$ cat src/rtl/m_pkg.sv
// Shared types for the streaming match engine: word formats, match-entry layout,
// FSM states and the length-to-byte-mask helper.
package m_pkg;
  localparam logic [7:0] WCNT_MAX = 8'hFF;

  typedef logic [7:0] byte_mask_t;

  typedef struct packed {
    logic        sop;
    logic        eop;
    logic [2:0]  length;
    logic [63:0] data;
  } in_t;

  typedef struct packed {
    logic        sop;
    logic        eop;
    logic [2:0]  length;
    logic [63:0] data;
    logic [7:0]  buffer;
  } out_t;

  typedef struct packed {
    logic        valid;
    logic [7:0]  off;
    logic [63:0] match;
    logic [7:0]  buffer;
  } sym_match_t;

  typedef struct packed {
    logic        valid;
    logic [7:0]  off;
    logic [63:0] match;
    byte_mask_t  mask;
    logic [7:0]  buffer;
  } sym_match_mask_t;

  typedef enum logic {IDLE, IN_PKT} match_state_t;

  // length is byte count minus 1, so bits 0..length are set
  function automatic byte_mask_t len_to_unary_mask(input logic [2:0] length);
    byte_mask_t m;
    m = '0;
    for (int b = 0; b < 8; b++)
      if (b <= int'(length)) m[b] = 1'b1;
    return m;
  endfunction
endpackage

$ cat src/rtl/m_match_cmp.sv
// One match entry against the current word: offset equality plus masked byte
// compare, with bytes past the eop length never counted as matching.
module m_match_cmp
  import m_pkg::*;
(
  input  sym_match_mask_t entry,
  input  logic [7:0]      wcnt,
  input  logic [63:0]     data,
  input  logic            eop,
  input  logic [2:0]      length,
  output logic            hit
);
  byte_mask_t vmask;
  byte_mask_t byte_ok;

  always_comb begin
    vmask = eop ? len_to_unary_mask(length) : 8'hFF;
    for (int b = 0; b < 8; b++)
      byte_ok[b] = !entry.mask[b] ||
                   (vmask[b] && (data[8*b +: 8] == entry.match[8*b +: 8]));
    hit = entry.valid && (entry.off == wcnt) && (&byte_ok);
  end
endmodule

$ cat src/rtl/m_match_engine.sv
// Streaming classifier: tags each packet word with a sticky buffer token from the
// lowest-index matching entry; shadow table is committed to active at each sop.
module m_match_engine
  import m_pkg::*;
#(
  parameter int         N_MATCH        = 4,
  parameter logic [7:0] DEFAULT_BUFFER = 8'h00,
  localparam int        IDX_W          = (N_MATCH > 1) ? $clog2(N_MATCH) : 1
) (
  input  logic                                clk,
  input  logic                                rst,
  input  logic                                in_vld,
  input  logic [$bits(in_t)-1:0]              in,
  output logic                                in_rdy,
  output logic                                out_vld,
  output logic [$bits(out_t)-1:0]             out,
  input  logic                                out_rdy,
  input  logic                                cfg_vld,
  input  logic [IDX_W-1:0]                    cfg_idx,
  input  logic [$bits(sym_match_mask_t)-1:0]  cfg_entry,
  output logic [15:0]                         drop_cnt
);
  in_t             w;
  match_state_t    state, state_nxt;
  sym_match_mask_t shadow [N_MATCH];
  sym_match_mask_t active [N_MATCH];
  sym_match_mask_t tab    [N_MATCH];
  logic [N_MATCH-1:0] hit;
  logic [7:0]      wcnt, wcnt_cur, verdict_buf, cur_buf;
  logic            verdict_hit, cur_hit, accept, emit, bump;

  assign w        = in;
  assign in_rdy   = !out_vld || out_rdy;
  assign accept   = in_vld && in_rdy;
  assign wcnt_cur = w.sop ? 8'd0 : wcnt;

  always_comb begin
    state_nxt = state;
    emit      = 1'b0;
    bump      = 1'b0;
    if (accept) begin
      if (w.sop) begin
        emit      = 1'b1;
        bump      = (state == IN_PKT);
        state_nxt = w.eop ? IDLE : IN_PKT;
      end else if (state == IDLE) begin
        bump = 1'b1;
      end else begin
        emit = 1'b1;
        if (w.eop) state_nxt = IDLE;
      end
    end
  end

  // A sop word is classified with the table it is about to commit
  always_comb
    for (int i = 0; i < N_MATCH; i++) tab[i] = w.sop ? shadow[i] : active[i];

  for (genvar i = 0; i < N_MATCH; i++) begin : g_cmp
    m_match_cmp u_cmp (
      .entry  (tab[i]),
      .wcnt   (wcnt_cur),
      .data   (w.data),
      .eop    (w.eop),
      .length (w.length),
      .hit    (hit[i])
    );
  end

  always_comb begin
    cur_hit = verdict_hit && !w.sop;
    cur_buf = verdict_buf;
    if (!cur_hit)
      for (int i = N_MATCH - 1; i >= 0; i--)
        if (hit[i]) begin
          cur_hit = 1'b1;
          cur_buf = tab[i].buffer;
        end
  end

  always_ff @(posedge clk or posedge rst) begin
    if (rst) begin
      state       <= IDLE;
      wcnt        <= '0;
      verdict_hit <= 1'b0;
      verdict_buf <= '0;
      out_vld     <= 1'b0;
      out         <= '0;
      drop_cnt    <= '0;
      for (int i = 0; i < N_MATCH; i++) begin
        shadow[i] <= '0;
        active[i] <= '0;
      end
    end else begin
      state <= state_nxt;
      if (bump && drop_cnt != 16'hFFFF) drop_cnt <= drop_cnt + 16'd1;
      if (emit) begin
        wcnt        <= (wcnt_cur == WCNT_MAX) ? WCNT_MAX : wcnt_cur + 8'd1;
        verdict_hit <= cur_hit;
        verdict_buf <= cur_buf;
        out_vld     <= 1'b1;
        out         <= {w.sop, w.eop, w.length, w.data,
                        cur_hit ? cur_buf : DEFAULT_BUFFER};
      end else if (out_rdy) begin
        out_vld <= 1'b0;
      end
      if (emit && w.sop)
        for (int i = 0; i < N_MATCH; i++) active[i] <= shadow[i];
      if (cfg_vld && int'(cfg_idx) < N_MATCH) shadow[cfg_idx] <= cfg_entry;
    end
  end
endmodule

$ cat config.mk
export PLATFORM = sky130hd
export DESIGN_NAME = m_match_engine
export DESIGN_NICKNAME = d
export VERILOG_FILES = /design/src/rtl/m_pkg.sv /design/src/rtl/m_match_cmp.sv /design/src/rtl/m_match_engine.sv
export SDC_FILE = /design/constraint.sdc
export NUM_CORES = 2
export LEC_CHECK = 0
export BUFFER_PORTS_ARGS = -buffer_cell sky130_fd_sc_hd__buf_4
export CAP_MARGIN = 20
export CORE_MARGIN = 2
export CORE_UTILIZATION = 45
export CTS_CLUSTER_SIZE = 24
export DETAILED_ROUTE_END_ITERATION = 10
export SLEW_MARGIN = 30
export SYNTH_ARGS = -nofsm -noshare
export SYNTH_HDL_FRONTEND = slang
export SYNTH_SLANG_ARGS = --single-unit
$ cat constraint.sdc
create_clock -name clk -period 30.2 [get_ports clk]
set_clock_uncertainty 0.05 [all_clocks]
set_input_delay 6.04 -clock clk [delete_from_list [all_inputs] [get_ports clk]]
set_output_delay 6.04 -clock clk [all_outputs]
set_load 0.02 [all_outputs]
# Word-level counts from Yosys, hierarchy flattened
# Cells that the tools add are included.
dict set report op_classes {
  add_sub_neg 2
  multipliers 0
  div 0
  n_lt_le_gt_ge 9
  eq_ne 38
  n_shift 0
  mux 39
  bitwise_logic 1
  reduce_logical 117
}
# cell n
set op_table {}
lappend op_table {{two-way mux 89 bit} 5}
lappend op_table {{bitwise mux 356 bit} 1}
lappend op_table {{equality test 8 bit} 36}
lappend op_table {{demux 89 bit (select 2 bit)} 1}
lappend op_table {{two-way mux 8 bit} 9}
lappend op_table {{logical AND 1 bit} 45}
lappend op_table {{zero test 1 bit} 34}
lappend op_table {{logical OR 1 bit} 33}
lappend op_table {{AND reduction 8 bit} 4}
lappend op_table {{two-way mux 1 bit} 23}
lappend op_table {{adder 16 x 1 -> 16 bit (second input constant)} 1}
lappend op_table {{!= test 16 bit (second input constant)} 1}
lappend op_table {{<= comparator 3 bit (first input constant)} 4}
lappend op_table {{adder 8 x 1 -> 8 bit (second input constant)} 1}
lappend op_table {{equality test 8 bit (second input constant)} 1}
lappend op_table {{<= comparator 2 x 3 -> 1 bit (first input constant)} 2}
lappend op_table {{greater-or-equal comparator 3 bit (second input constant)} 1}
lappend op_table {{<= comparator 1 x 3 -> 1 bit (first input constant)} 1}
lappend op_table {{< comparator 3 x 1 -> 1 bit (second input constant)} 1}
lappend op_table {{inverter 2 -> 3 bit} 1}
lappend op_table {{nonzero test 2 bit} 1}
dict set report word_totals {
  ff_bits 824
  latchBits 0
  mem_bits_rw 0
  romBits 0
  inputBits 165
  word_cells 253
  memories 0
}

# Logic depth before layout (Yosys ltp)
dict set report logic_depth {
  word_depth 13
  ltp_mapped 20
  ltp_nobuf 11
}

# Modules after synthesis
# A second synthesis with hierarchy kept.
dict set report unflattened {
  hier_cells 2911
  hier_area_um2 39406.5
}
# module n_inst cells_each area_per_inst_um2 seq_area_each_um2
set by_module_without_submodules {}
lappend by_module_without_submodules {m_match_engine 1 2479 35863.1 20619.8}
lappend by_module_without_submodules {m_match_cmp 4 108 885.8 0.0}

# Least setup slack after synthesis
# No wires, ideal clock.
dict set report synth_timing {
  kind {input to output}
  from {in out_rdy}
  to {out in_rdy}
  t_arrival_ps 6283
  setup_slack_ps 17827
  cell_stages 1
  path_cell_list {nand2b_1}
}
dict set report synth_between {
  elab_chain_cells 1
}
# element line
set synth_rtl {}
lappend synth_rtl {{start, declared} m_match_engine.sv:17} ;# input logic out_rdy,
lappend synth_rtl {{logical OR 1 bit} m_match_engine.sv:33} ;# assign in_rdy = !out_vld || out_rdy;
lappend synth_rtl {{end, declared} m_match_engine.sv:14} ;# output logic in_rdy,
# No other way between the ends.

# Final worst setup path
# Same ends and word-level chain as after synthesis.

==> flow_metrics.tcl <==
set metrics [dict create \
    die_h_um 296 \
    rsz0062_at_grt "false" \
    synth_edf_count 0 \
    ys.flop_type "dfrtp_1" \
    fmax_ghz 0.0795 \
    first_global_vias 24400 \
    fin_crit_sh 0.417 \
    syn_to_final_growth_pct 15.7 \
    ios 260 \
    endpoint_kind "output pin" \
    cts_setup_buffers 0 \
    dr.pass1.iters 7 \
    ys_async_sr_fraction 1.00 \
    cp_top_family "buffers and inverters" \
    vias 23100 \
    cp_num_buf_inv 2 \
    setup_viol 0 \
    fillerInstances 7190 \
    finalNetCount 3257 \
    multiInputGateArea_um2 16700 \
    avgSynthCellArea_um2 13.1 \
    row_count 106 \
    hpwl_mm 60.1 \
    hold_violations 0 \
    outcome "finished clean" \
    drt_wl_total_mm 92.0 \
    dieArea_um2 87400 \
    track_usage 0.212 \
    dp_cells 4127 \
    crit_required_ns 24.11 \
    htreeDepth 3 \
    syn_inst 2917 \
    finalMaxSlewViolations 0 \
    cp_cell_sequence "buf_4, nand2b_1, buf_4" \
    drt_iter0_markers 1308 \
    power_density_nw_per_um2 80.5 \
    cp_max_fo 4 \
    fin_ws_ns 17.61 \
    core-area_um2 84000 \
    ant_nets 0 \
    worst_slew_pin_slew_ns 0.968 \
    drive_gt1_frac 0.377 \
    synth.area.top_cells "dfrtp_1 54%, mux2_2 22%, mux2i_1 7.9%, xnor2_1 4.1%, xor2_1 2.7%" \
    fin_crit_ns 12.59 \
    synth_top_area_frac 0.539 \
    overflow 0 \
    yosys_warnings 0 \
    grt_max_degree 178 \
    final_cells 4296 \
    cts_buffer_depth 3 \
    critical_path.max_stage_delay_ns 0.18 \
    via_per_inst 5.37 \
    post-route-drc-count 0 \
    antenna_found_initial 11 \
    post-place-ws_ns 17.61 \
    die_width_um 296 \
    drv_cap 0 \
    grt_pass1_wl_mm 143 \
    cp_slowest_cell "buf_4" \
    cts_sinks 824 \
    syn_nets 3085 \
    syn-cell-area_um2 38300 \
    peakVddDrop_mv 0.0457 \
    cts_made_buffers 92 \
    setup_tns_ns 0 \
    synth_cell_type_count 58 \
    start_kind "input port" \
    yosysSeqAreaShare 0.539 \
    path_clk_slew_ns 0.06 \
    p_leak_nw 19.8 \
    holdBufCountCts 0 \
    seqCellArea_um2 20600 \
    routedWlPerCell_um 21.4 \
    synth_top_area_cell "dfrtp_1" \
    ys_ff_latch 824 \
    total_power_mw 3.56 \
    min_path_type "reg2reg" \
    cts_resized 0 \
    io_buffers 259 \
    max_slew_margin 0.355 \
    cp.arrival_ns 6.50 \
    cts_root_buffer "clkbuf_16" \
    crit_top_cell "buf_4" \
    clock_latency_ns 0.63 \
    cts_tree "yes" \
    path_class "in2out" \
    start_util 0.456 \
    gp_congestion 0.788 \
]
## synthesized netlist by cell type, drive strengths merged, types with 20 or more instances
cell / count
mux2: 741
buf: 44
mux2i: 301
nand2: 234
nor4: 43
o21ai: 20
xor2: 117
xnor2: 178
nand4: 36
nand3: 21
a21oi: 43
clkbuf: 169
dfrtp: 824
nor3: 24
## state kept, by name (all words and copies together), names as in the netlist
| register | cells |
|---|---|
| verdict_buf | 8 |
| wcnt | 8 |
| drop_cnt | 16 |
| verdict_hit | 1 |
| shadow | 356 |
| out | 77 |
| state | 1 |
| active | 356 |
| out_vld | 1 |
## power breakdown
part           switching (mW)  internal [mW]
sequential              0.187           1.42
combinational           0.368          0.443
clock                   0.445          0.701
## layer usage
metal	vias up	wire [um]	global-route usage
li1	10600	-	-
met1	11900	41400	0.288
met4	14	1760	0.0561
met5	-	83	0
met3	119	4050	0.0370
met2	410	44800	0.352
## worst reg2reg max path: cells and delay by family, from the launching register on
family / cells / cell delay, ns
AOI/OAI and AO/OA: 4 / 0.95
and+or+nand+nor: 4 / 2.06
DFF: 1 / 0.39
xor gates and xnor gates: 1 / 0.19
muxes: 1 / 0.16
## worst paths after layout
check                                         from                      end  slack [ns]  cells after the start
hold reg to reg                out[71]$_DFFE_PP0P_      out[71]$_DFFE_PP0P_        0.42                      2
setup reg to reg           shadow[324]$_DFFE_PP0P_       out[0]$_DFFE_PP0P_       26.32                     10
min in group asynchronous                      rst  drop_cnt[8]$_DFFE_PP0P_        5.46                      2
hold / removal                 out[71]$_DFFE_PP0P_      out[71]$_DFFE_PP0P_        0.42                      2
setup / recovery                           out_rdy                   in_rdy       17.61                      3
max in group asynchronous                      rst   active[38]$_DFFE_PP0P_       21.68                      6
## layout make-up
type	instances	area share
Multi-Input combinational cell	1868	0.377
Clock inverter	25	0.00777
Tap cell	1134	0.0320
Timing Repair Buffer	291	0.0535
Clock buffer	140	0.0629
Antenna cell	2	0.000113
Sequential cell	824	0.465
Inverter	12	0.00119
## through the flow
stage | hold slack [ns] | util | cell area [um^2]
after floorplan | 0.412 | - | 38300
after global placement | 0.409 | 0.488 | 41000
after detailed placement | 0.413 | 0.489 | 41100
after CTS | 0.427 | 0.527 | 44200
after global routing | 0.449 | 0.528 | 44300
final | 0.423 | 0.528 | 44300
## cell families after synthesis
family	count (synthesis)	share of synthesized area
muxes	1042	0.297
DFF	824	0.539
and+or+nand+nor	422	0.0526
xor gates and xnor gates	295	0.0675
buffers and inverters	225	0.0260
AOI/OAI and AO/OA	106	0.0174
adders and majority gates	3	0.000981
## placed cells by master, fill, tap and decap left out, types with 42 or more instances in the layout
master and n:
dfrtp_1 824, mux2_2 741, mux2i_1 301, buf_4 276
nand2_1 234, xnor2_1 178, xor2_1 117, clkbuf_16 95
a21oi_1 43, nor4_1 42
No activity file was read; power rests on OpenSTA's default activity.
